## src/rtl/bmem_arbiter.sv

```systemverilog
// Two-port (icache/dcache) arbiter onto a 64-bit burst memory: line reads, 4-beat writes, read merge and write hazard stall.
// Optional perf counters are built only when BMEM_ARB_PERF_EN is defined.
module bmem_arbiter (
  input  logic         clk,
  input  logic         rst_n,
  input  logic         p0_read,
  input  logic         p0_write,
  input  logic [31:0]  p0_addr,
  input  logic [255:0] p0_wdata,
  output logic         p0_resp,
  output logic [255:0] p0_rdata,
  input  logic         p1_read,
  input  logic         p1_write,
  input  logic [31:0]  p1_addr,
  input  logic [255:0] p1_wdata,
  output logic         p1_resp,
  output logic [255:0] p1_rdata,
  output logic [31:0]  bmem_addr,
  output logic         bmem_read,
  output logic         bmem_write,
  output logic [63:0]  bmem_wdata,
  input  logic         bmem_ready,
  input  logic         bmem_rvalid,
  input  logic [31:0]  bmem_raddr,
  input  logic [63:0]  bmem_rdata
`ifdef BMEM_ARB_PERF_EN
  ,
  output logic [31:0]  perf_rd,
  output logic [31:0]  perf_wr,
  output logic [31:0]  perf_stall
`endif
);

  localparam logic [1:0] S_IDLE     = 2'd0;
  localparam logic [1:0] S_RD_ISSUE = 2'd1;
  localparam logic [1:0] S_WR_BEAT  = 2'd2;

  logic [1:0]   r_state;
  logic [1:0]   r_wbeat;
  logic         r_port;
  logic [31:0]  r_addr;
  logic [255:0] r_wdata;
  logic [1:0]   r_pend_vld;
  logic [31:0]  r_pend_addr [2];
  logic         r_rr;
  logic         r_go;
  logic [1:0]   r_rbeat;
  logic [191:0] r_rbuf;
  logic         r_rarm;
  logic [1:0]   r_resp;
  logic [255:0] r_rdata [2];

  logic [1:0]   w_rd;
  logic [1:0]   w_wr;
  logic [31:0]  w_addr [2];
  logic [255:0] w_wdata [2];
  logic [1:0]   w_hazard;
  logic [1:0]   w_merge;
  logic [1:0]   w_elig;
  logic [1:0]   w_hit;
  logic         w_rbeat_v;
  logic         w_last_beat;
  logic         w_gnt_vld;
  logic         w_gnt;
  logic         w_gnt_rd;
  logic         w_gnt_merge;
  logic         w_rd_done;
  logic         w_wr_done;

  assign w_rd       = {p1_read, p0_read};
  assign w_wr       = {p1_write, p0_write};
  assign w_addr[0]  = p0_addr;
  assign w_addr[1]  = p1_addr;
  assign w_wdata[0] = p0_wdata;
  assign w_wdata[1] = p1_wdata;

  // Beats seen right after reset belong to an abandoned burst until rvalid has been low once.
  assign w_rbeat_v   = bmem_rvalid && r_rarm;
  assign w_last_beat = w_rbeat_v && (r_rbeat == 2'd3);

  for (genvar g = 0; g < 2; g++) begin : g_port
    assign w_hazard[g] = (r_pend_vld[0] && (r_pend_addr[0] == w_addr[g])) ||
                         (r_pend_vld[1] && (r_pend_addr[1] == w_addr[g]));
    assign w_merge[g]  = r_pend_vld[1-g] && (r_pend_addr[1-g] == w_addr[g]);
    assign w_elig[g]   = (w_rd[g] || (w_wr[g] && !w_hazard[g])) && !r_pend_vld[g] && !r_resp[g];
    assign w_hit[g]    = w_last_beat && r_pend_vld[g] && (r_pend_addr[g] == bmem_raddr);
  end

  // No grant on a burst's final beat, so a merge can never slip past the returning data.
  assign w_gnt_vld   = (r_state == S_IDLE) && r_go && !w_last_beat && (|w_elig);
  assign w_gnt       = w_elig[r_rr] ? r_rr : ~r_rr;
  assign w_gnt_rd    = w_rd[w_gnt];
  assign w_gnt_merge = w_gnt_rd && w_merge[w_gnt];
  assign w_rd_done   = (r_state == S_RD_ISSUE) && bmem_ready;
  assign w_wr_done   = (r_state == S_WR_BEAT) && bmem_ready && (r_wbeat == 2'd3);

  assign bmem_read  = (r_state == S_RD_ISSUE);
  assign bmem_write = (r_state == S_WR_BEAT) && (r_wbeat == 2'd0);
  assign bmem_addr  = (r_state != S_IDLE) ? r_addr : 32'd0;
  assign bmem_wdata = (r_state == S_WR_BEAT) ? r_wdata[{r_wbeat, 6'd0} +: 64] : 64'd0;

  assign p0_resp  = r_resp[0];
  assign p1_resp  = r_resp[1];
  assign p0_rdata = r_rdata[0];
  assign p1_rdata = r_rdata[1];

  always_ff @(posedge clk or negedge rst_n) begin
    if (!rst_n) begin
      r_state        <= S_IDLE;
      r_wbeat        <= 2'd0;
      r_port         <= 1'b0;
      r_addr         <= 32'd0;
      r_wdata        <= 256'd0;
      r_pend_vld     <= 2'b00;
      r_pend_addr[0] <= 32'd0;
      r_pend_addr[1] <= 32'd0;
      r_rr           <= 1'b0;
      r_go           <= 1'b0;
      r_resp         <= 2'b00;
    end else begin
      r_go   <= 1'b1;
      r_resp <= w_hit;
      if (w_wr_done) r_resp[r_port] <= 1'b1;
      case (r_state)
        S_IDLE: begin
          if (w_gnt_vld) begin
            r_rr <= ~w_gnt;
            if (w_gnt_merge) begin
              r_pend_vld[w_gnt]  <= 1'b1;
              r_pend_addr[w_gnt] <= w_addr[w_gnt];
            end else begin
              r_port  <= w_gnt;
              r_addr  <= w_addr[w_gnt];
              r_wdata <= w_wdata[w_gnt];
              r_wbeat <= 2'd0;
              r_state <= w_gnt_rd ? S_RD_ISSUE : S_WR_BEAT;
            end
          end
        end
        S_RD_ISSUE: begin
          if (bmem_ready) begin
            r_pend_vld[r_port]  <= 1'b1;
            r_pend_addr[r_port] <= r_addr;
            r_state             <= S_IDLE;
          end
        end
        S_WR_BEAT: begin
          if (bmem_ready) begin
            r_wbeat <= r_wbeat + 2'd1;
            if (r_wbeat == 2'd3) r_state <= S_IDLE;
          end
        end
        default: r_state <= S_IDLE;
      endcase
      if (w_hit[0]) r_pend_vld[0] <= 1'b0;
      if (w_hit[1]) r_pend_vld[1] <= 1'b0;
    end
  end

  always_ff @(posedge clk or negedge rst_n) begin
    if (!rst_n) begin
      r_rbeat    <= 2'd0;
      r_rbuf     <= 192'd0;
      r_rarm     <= 1'b0;
      r_rdata[0] <= 256'd0;
      r_rdata[1] <= 256'd0;
    end else begin
      r_rarm <= r_rarm | ~bmem_rvalid;
      if (w_rbeat_v) begin
        r_rbeat <= r_rbeat + 2'd1;
        case (r_rbeat)
          2'd0:    r_rbuf[63:0]    <= bmem_rdata;
          2'd1:    r_rbuf[127:64]  <= bmem_rdata;
          2'd2:    r_rbuf[191:128] <= bmem_rdata;
          default: ;
        endcase
      end
      if (w_hit[0]) r_rdata[0] <= {bmem_rdata, r_rbuf};
      if (w_hit[1]) r_rdata[1] <= {bmem_rdata, r_rbuf};
    end
  end

`ifdef BMEM_ARB_PERF_EN
  logic [1:0] w_hzwait;
  logic       w_stall;

  assign w_hzwait = w_wr & ~w_rd & w_hazard & ~r_pend_vld & ~r_resp;
  assign w_stall  = ((r_state != S_IDLE) && !bmem_ready) || ((r_state == S_IDLE) && (|w_hzwait));

  always_ff @(posedge clk or negedge rst_n) begin
    if (!rst_n) begin
      perf_rd    <= 32'd0;
      perf_wr    <= 32'd0;
      perf_stall <= 32'd0;
    end else begin
      if (w_rd_done) perf_rd    <= perf_rd + 32'd1;
      if (w_wr_done) perf_wr    <= perf_wr + 32'd1;
      if (w_stall)   perf_stall <= perf_stall + 32'd1;
    end
  end
`endif

endmodule
```

## config.mk

```make
export PLATFORM = sky130hd
export DESIGN_NAME = bmem_arbiter
export DESIGN_NICKNAME = d
export VERILOG_FILES = /design/src/rtl/bmem_arbiter.sv
export SDC_FILE = /design/constraint.sdc
export NUM_CORES = 2
export LEC_CHECK = 0
export CAP_MARGIN = 20
export CORE_AREA = 2 2 509 511
export CTS_BUF_LIST = sky130_fd_sc_hd__clkbuf_8
export CTS_CLUSTER_DIAMETER = 150
export DETAILED_ROUTE_END_ITERATION = 12
export DIE_AREA = 0 0 511 513
export GPL_TIMING_DRIVEN = 0
export SLEW_MARGIN = 20
export SYNTH_ARGS = -nofsm -noshare
export SYNTH_HDL_FRONTEND = slang
export SYNTH_SLANG_ARGS = --single-unit
```

## constraint.sdc

```tcl
create_clock -name clk -period 3.8 [get_ports clk]
set_clock_uncertainty 0.15 [all_clocks]
set_input_delay 0.57 -clock clk [delete_from_list [all_inputs] [get_ports clk]]
set_output_delay 0.57 -clock clk [all_outputs]
set_load 0.01 [all_outputs]
```

### Word-level counts from Yosys, hierarchy flattened

Index checks and enable logic that the tools add are counted.

| cells by class | value |
|---|---|
| add/sub/neg operators | 2 |
| $lt $le $gt $ge | 9 |
| eq/ne operators | 24 |
| shifts and indexed selects | 1 |
| multiplexer cells | 47 |
| bitwise logic cells | 10 |
| reduce and logical (&&, ||, !) cells | 57 |

Operator list:

| kind | count |
|---|---|
| 2-to-1 mux 256 bit | 3 |
| 2-to-1 mux 64 bit | 4 |
| variable part select 256 x 9 -> 64 bit | 1 |
| == test 32 bit | 6 |
| 2-to-1 mux 32 bit | 6 |
| bitwise mux 64 bit | 2 |
| one-hot mux 64 bit (2 select lines) | 1 |
| demux 32 bit (select 1 bit) | 2 |
| logical AND 1 bit | 27 |
| 2-to-1 mux 2 bit | 13 |
| AND reduction 4 bit | 4 |
| != test 3 bit (second input constant) | 4 |
| 2-to-1 mux 1 bit | 11 |
| == test 2 bit (second input constant) | 4 |
| != test 2 bit (second input constant) | 4 |
| one-hot mux 2 bit (2 select lines) | 2 |
| AND reduction 2 bit | 4 |
| logical NOT 1 bit | 7 |
| logical NOT 2 bit | 3 |
| less-than comparator 1 x 2 -> 1 bit (second input constant) | 3 |
| != test 3 x 1 -> 1 bit (second input constant) | 2 |
| OR 2 bit | 3 |
| one-hot mux 2 bit (3 select lines) | 1 |
| nonzero test 2 bit | 3 |
| other kinds (15) | 30 |

| word-level totals | value |
|---|---|
| flip-flop bits (word level) | 1,070 |
| output and inout bits | 612 |
| logic and storage cells | 169 |

### Depth between registers and ports, before layout

| depth | value |
|---|---|
| depth in word-level cells | 20 |
| mapped depth | 11 |
| mapped depth without buffers | 9 |

### Worst setup path before layout

No wires, ideal clock.

| timing path | value |
|---|---|
| kind | register -> output |
| from | reg r_wbeat[0] |
| to | out bmem_wdata[48] |
| arrival time | 2.240 ns |
| path slack | 0.840 ns |
| cell stages (with the launch flop) | 6 |
| path through | dfrtp_1 > clkbuf_1 > buf_1 > buf_1 > mux4_2 > and2_1 |

| between the ends | value |
|---|---|
| longest elaborated chain between the ends | 2 |

Ends and longest elaborated chain:

| item | RTL line | RTL |
|---|---|---|
| from (decl) | 39 | `logic [1:0] r_wbeat;` |
| from (signal assigned) | 149 | `r_wbeat <= r_wbeat + 2'd1;` |
| variable part select 256 x 9 -> 64 bit | 100 | `assign bmem_wdata = (r_state == S_WR_BEAT) ? r_wdata[{r_wbeat, 6'd0} +: 64] : 64'd0;` |
| 2-to-1 mux 64 bit | 100 |  |
| to (decl) | 21 | `output logic [63:0] bmem_wdata,` |

No other way between the ends.

### Worst setup path after layout

| timing path | value |
|---|---|
| from | in p0_addr[11] |
| to | reg r_wdata[127] |

| between the ends | value |
|---|---|
| longest elaborated chain between the ends | 16 |

Ends and longest elaborated chain:

| item | RTL line | RTL |
|---|---|---|
| from (decl) | 8 | `input logic [31:0] p0_addr,` |
| == test 32 bit, on equally long branches | 82, 83, 84 |  |
| logical AND 1 bit, on equally long branches | 82, 83, 84 |  |
| logical OR 1 bit | 82 | `assign w_hazard[g] = (r_pend_vld[0] && (r_pend_addr[0] == w_addr[g])) \|\|` |
| logical NOT 1 bit | 85 | `assign w_elig[g] = (w_rd[g] \|\| (w_wr[g] && !w_hazard[g])) && !r_pend_vld[g] && !r_resp[g];` |
| logical AND 1 bit | 85 |  |
| logical OR 1 bit | 85 |  |
| logical AND 1 bit (2 in series) | 85 |  |
| 2-to-1 mux 1 bit (implied by the code) (2 in series) | 91 | `assign w_gnt = w_elig[r_rr] ? r_rr : ~r_rr;` |
| 2-to-1 mux 1 bit | 91 |  |
| 2-to-1 mux 1 bit, on equally long branches (2 in series) | 92, 93 |  |
| logical AND 1 bit | 93 | `assign w_gnt_merge = w_gnt_rd && w_merge[w_gnt];` |
| NOT 1 bit (no line) | n/a |  |
| AND reduction 3 bit (no line) | n/a |  |
| to (signal assigned) | 134 | `r_wdata <= w_wdata[w_gnt];` |
| to (decl) | 42 | `logic [255:0] r_wdata;` |

Several ways; a longest one is shown, not always the timed one. The select of a mux whose other input is x is not followed.
A chain may end at the register's enable or synchronous reset.

==> run metrics <==
RD Place Congestion=0.973; # setup viols final=3; CTS tree=done; YS warnings=0; Max stage delay on crit path=0.54 ns; flop2flop setup slack=0.05 ns; most frequent cells in the layout=clkdlybuf4s50_1 (1220), dfrtp_1 (1069), nand2_1 (583); status=finished with violations; Syn Nets=approximately 4500; Post-Layout Inst Area=72800 um2; Final Hold Viols=0; Worst EP required=4.50 ns; clock tree sinks=between 1000 and 1500; Worst R2R Path Depth=10; Detailed Routing Iterations Pass 1=6; hold path depth=3; post-route ant nets=0; initial antenna violation count=45; max-slew violations=0; vias in the first global route=roughly 43000; Worst-path clk slew=0.06 ns; H-tree levels=4; row cnt=186; Avg Synthesized Cell Area=approximately 12 um2; Worst path slowest cell=dlygate4sd3_1; HPWL after DPL=212 mm; clk buf depth=3; Max-cap violations=0; VDD IR max=approximately 0.00037 V; failing checks=negative setup slack; period utilization=101%; Fmax achieved=262 MHz; slew at the pin with the worst max-slew slack=1.00 ns; fin worst setup slack=-0.0241 ns; die area=262000 um2; most common cell after layout, fill and taps aside=clkdlybuf4s50_1; CP Cell Sequence=dlygate4sd3_1, clkdlybuf4s50_1, xnor2_1, nand4_1, nor4_4, nand3_2, a221oi_4, clkbuf_4, buf_16, buf_4, nand2_1, a31oi_1; crit path DAT=~4.5 ns; placed inst area=64400 um2; Final Util=28.4%; maximum fanout along the worst path=10; Worst Setup End Kind=flip-flop; core area=256000 um2; cell count after synthesis=3848; largest net degree at the start of global routing=156; number of fill cells=roughly 26000; share of cells above drive strength 1=19.0%; Syn-to-layout area delta=55.3%; number of synthesized flops with an enable pin=0; I/O Buffers=1290; clock latency on the worst-skew pair=0.96 ns; Seq cells post-synth=between 1000 and 1500; all-layer global routing usage=19.6%; TritonCTS buffer count=around 200; detailed-route via count=40500; final WL=264 mm; Place WS=-2.38 ns; vias per cell=4.38; nets=approximately 6400; post-synth cell types=64; Worst setup SP type=input pin; root buf cell=clkbuf_8; Async SR Flop Fraction=100%; worst min path class=input pin to flip-flop; top post-synthesis cells by area=dfrtp_1 (57%), mux2_2 (12%), mux2_1 (5.3%); cell taking the most area after synthesis=dfrtp_1; chip width=511 um; CP Class=input pin to flip-flop; prevailing post-synth register cell=dfrtp_1; post-synth top area share=between 50% and 60%; P per Cell Area=~400 nW/um2; DRT iter0 DRCs=2784; first-pass GRT wire length=360 mm; effective utilization at floorplan=around 18%; drc violations=0; Min Clock Period, post-route=3.82 ns; io pins=1292; worst rel slew slack=approximately 33%; Avg WL per Cell=28.6 um; die height=513 um; post-synthesis cell area=46800 um2; sequential area share after synthesis=57.2%; Tot Pwr=29.4 mW; GRT Residual Overflow=0; Leak=32.8 nW
## repair_timing
action	4_1_cts	5_1_grt
pin swaps	5	1
gates cloned	1	0
hold endpoints to repair	507	0
endpoints found under the setup margin	840	465
buffers inserted	11	1
resized for setup	244	67
hold buffers	321	0
## critical path, delay by kind of cell
kind / cells / cell delay [ns]
simple gates: 4 / 1.16
compound gates: 2 / 0.64
buf+inv: 5 / 1.88
xor+xnor: 1 / 0.23
## layout make-up
cell class	count	area (um2)	area share [%]
flip-flops and latches	1070	26800	36.8
clock inverters	106	983	1.35
diodes	26	65.1	0.0894
multi-input cells	2494	18900	26.0
well taps	3384	4230	5.82
inverters	11	45.0	0.0619
repair buffers	1641	16600	22.8
clock buffers	248	3410	4.69
plain buffers	269	1720	2.36
## through the flow
stage	TNS, ns	cells	hold slack, ns
finish	-0.0578	9249	0.127
global route	-0.0213	9240	0.0332
CTS	-0.0800	9223	0.000613
detailed placement	-699.65	8539	0.238
global placement	-	8522	0.323
floorplan	0	3848	0.124
## kinds of logic after synthesis
family                     count (synthesis)  synth area share (%)
xor gates and xnor gates                 122                  2.28
buffers and inverters                    284                  3.02
AOI/OAI and AO/OA                        444                  6.48
DFF                                     1070                  57.2
and+or+nand+nor                         1151                  10.9
other                                      1               0.00800
adders and majority gates                  6                 0.160
muxes                                    770                  20.0
## power by group
part / leakage (nW) / internal [mW] / total (mW) / switching, mW
Clock: 2.44 / 6.67 / 12.3 / 5.64
Sequential: 14.5 / 12.5 / 13.5 / 1.03
Combinational: 15.9 / 2.03 / 3.60 / 1.57
Total: 32.8 / 21.2 / 29.4 / 8.24
## registers in the layout, summed over array words and instances, names as in the netlist
signal	cells
r_state	2
r_pend_vld	2
r_pend_addr	64
r_rbuf	192
r_rr	1
p1_rdata	256
r_go	1
r_rarm	1
r_port	1
p0_rdata	256
r_resp	2
r_rbeat	2
r_wbeat	2
r_wdata	256
r_addr	32
## path summary, 6_finish.rpt
kind                                        startpoint                  endpoint
setup / recovery                           p0_addr[11]  r_wdata[127]$_DFFE_PN0P_
hold / removal                           p0_wdata[114]  r_wdata[114]$_DFFE_PN0P_
setup reg to reg           r_pend_addr[31]$_DFFE_PN0P_  r_wdata[127]$_DFFE_PN0P_
hold reg to reg                 r_rbuf[89]$_DFFE_PN0P_  p0_rdata[89]$_DFFE_PN0P_
max in group asynchronous                        rst_n   r_wdata[51]$_DFFE_PN0P_
min in group asynchronous                        rst_n  p0_rdata[31]$_DFFE_PN0P_
## cell usage after synthesis (all sizes together), types with 7 or more instances
master and instances:
xor2 69, clkbuf 199, o2bb2ai 64, buf 72, nand2 589, and3 33
and2 98, xnor2 53, mux4 64, nand4 17, nor4 27, nor2b 10
a31oi 348, nand2b 7, nand3 19, inv 11, mux2 706, nor2 298
a21oi 8, dfrtp 1070, nor3b 32
## routing by layer
metal	GRT usage, %	share of wire [%]	vias up
met5	0	0.020	-
met4	10.7	5.9	8
met3	5.48	7.8	440
met2	33.9	49	2045
met1	21.6	37	20700
li1	-	-	17300
No activity file was read; power rests on OpenSTA's default activity.
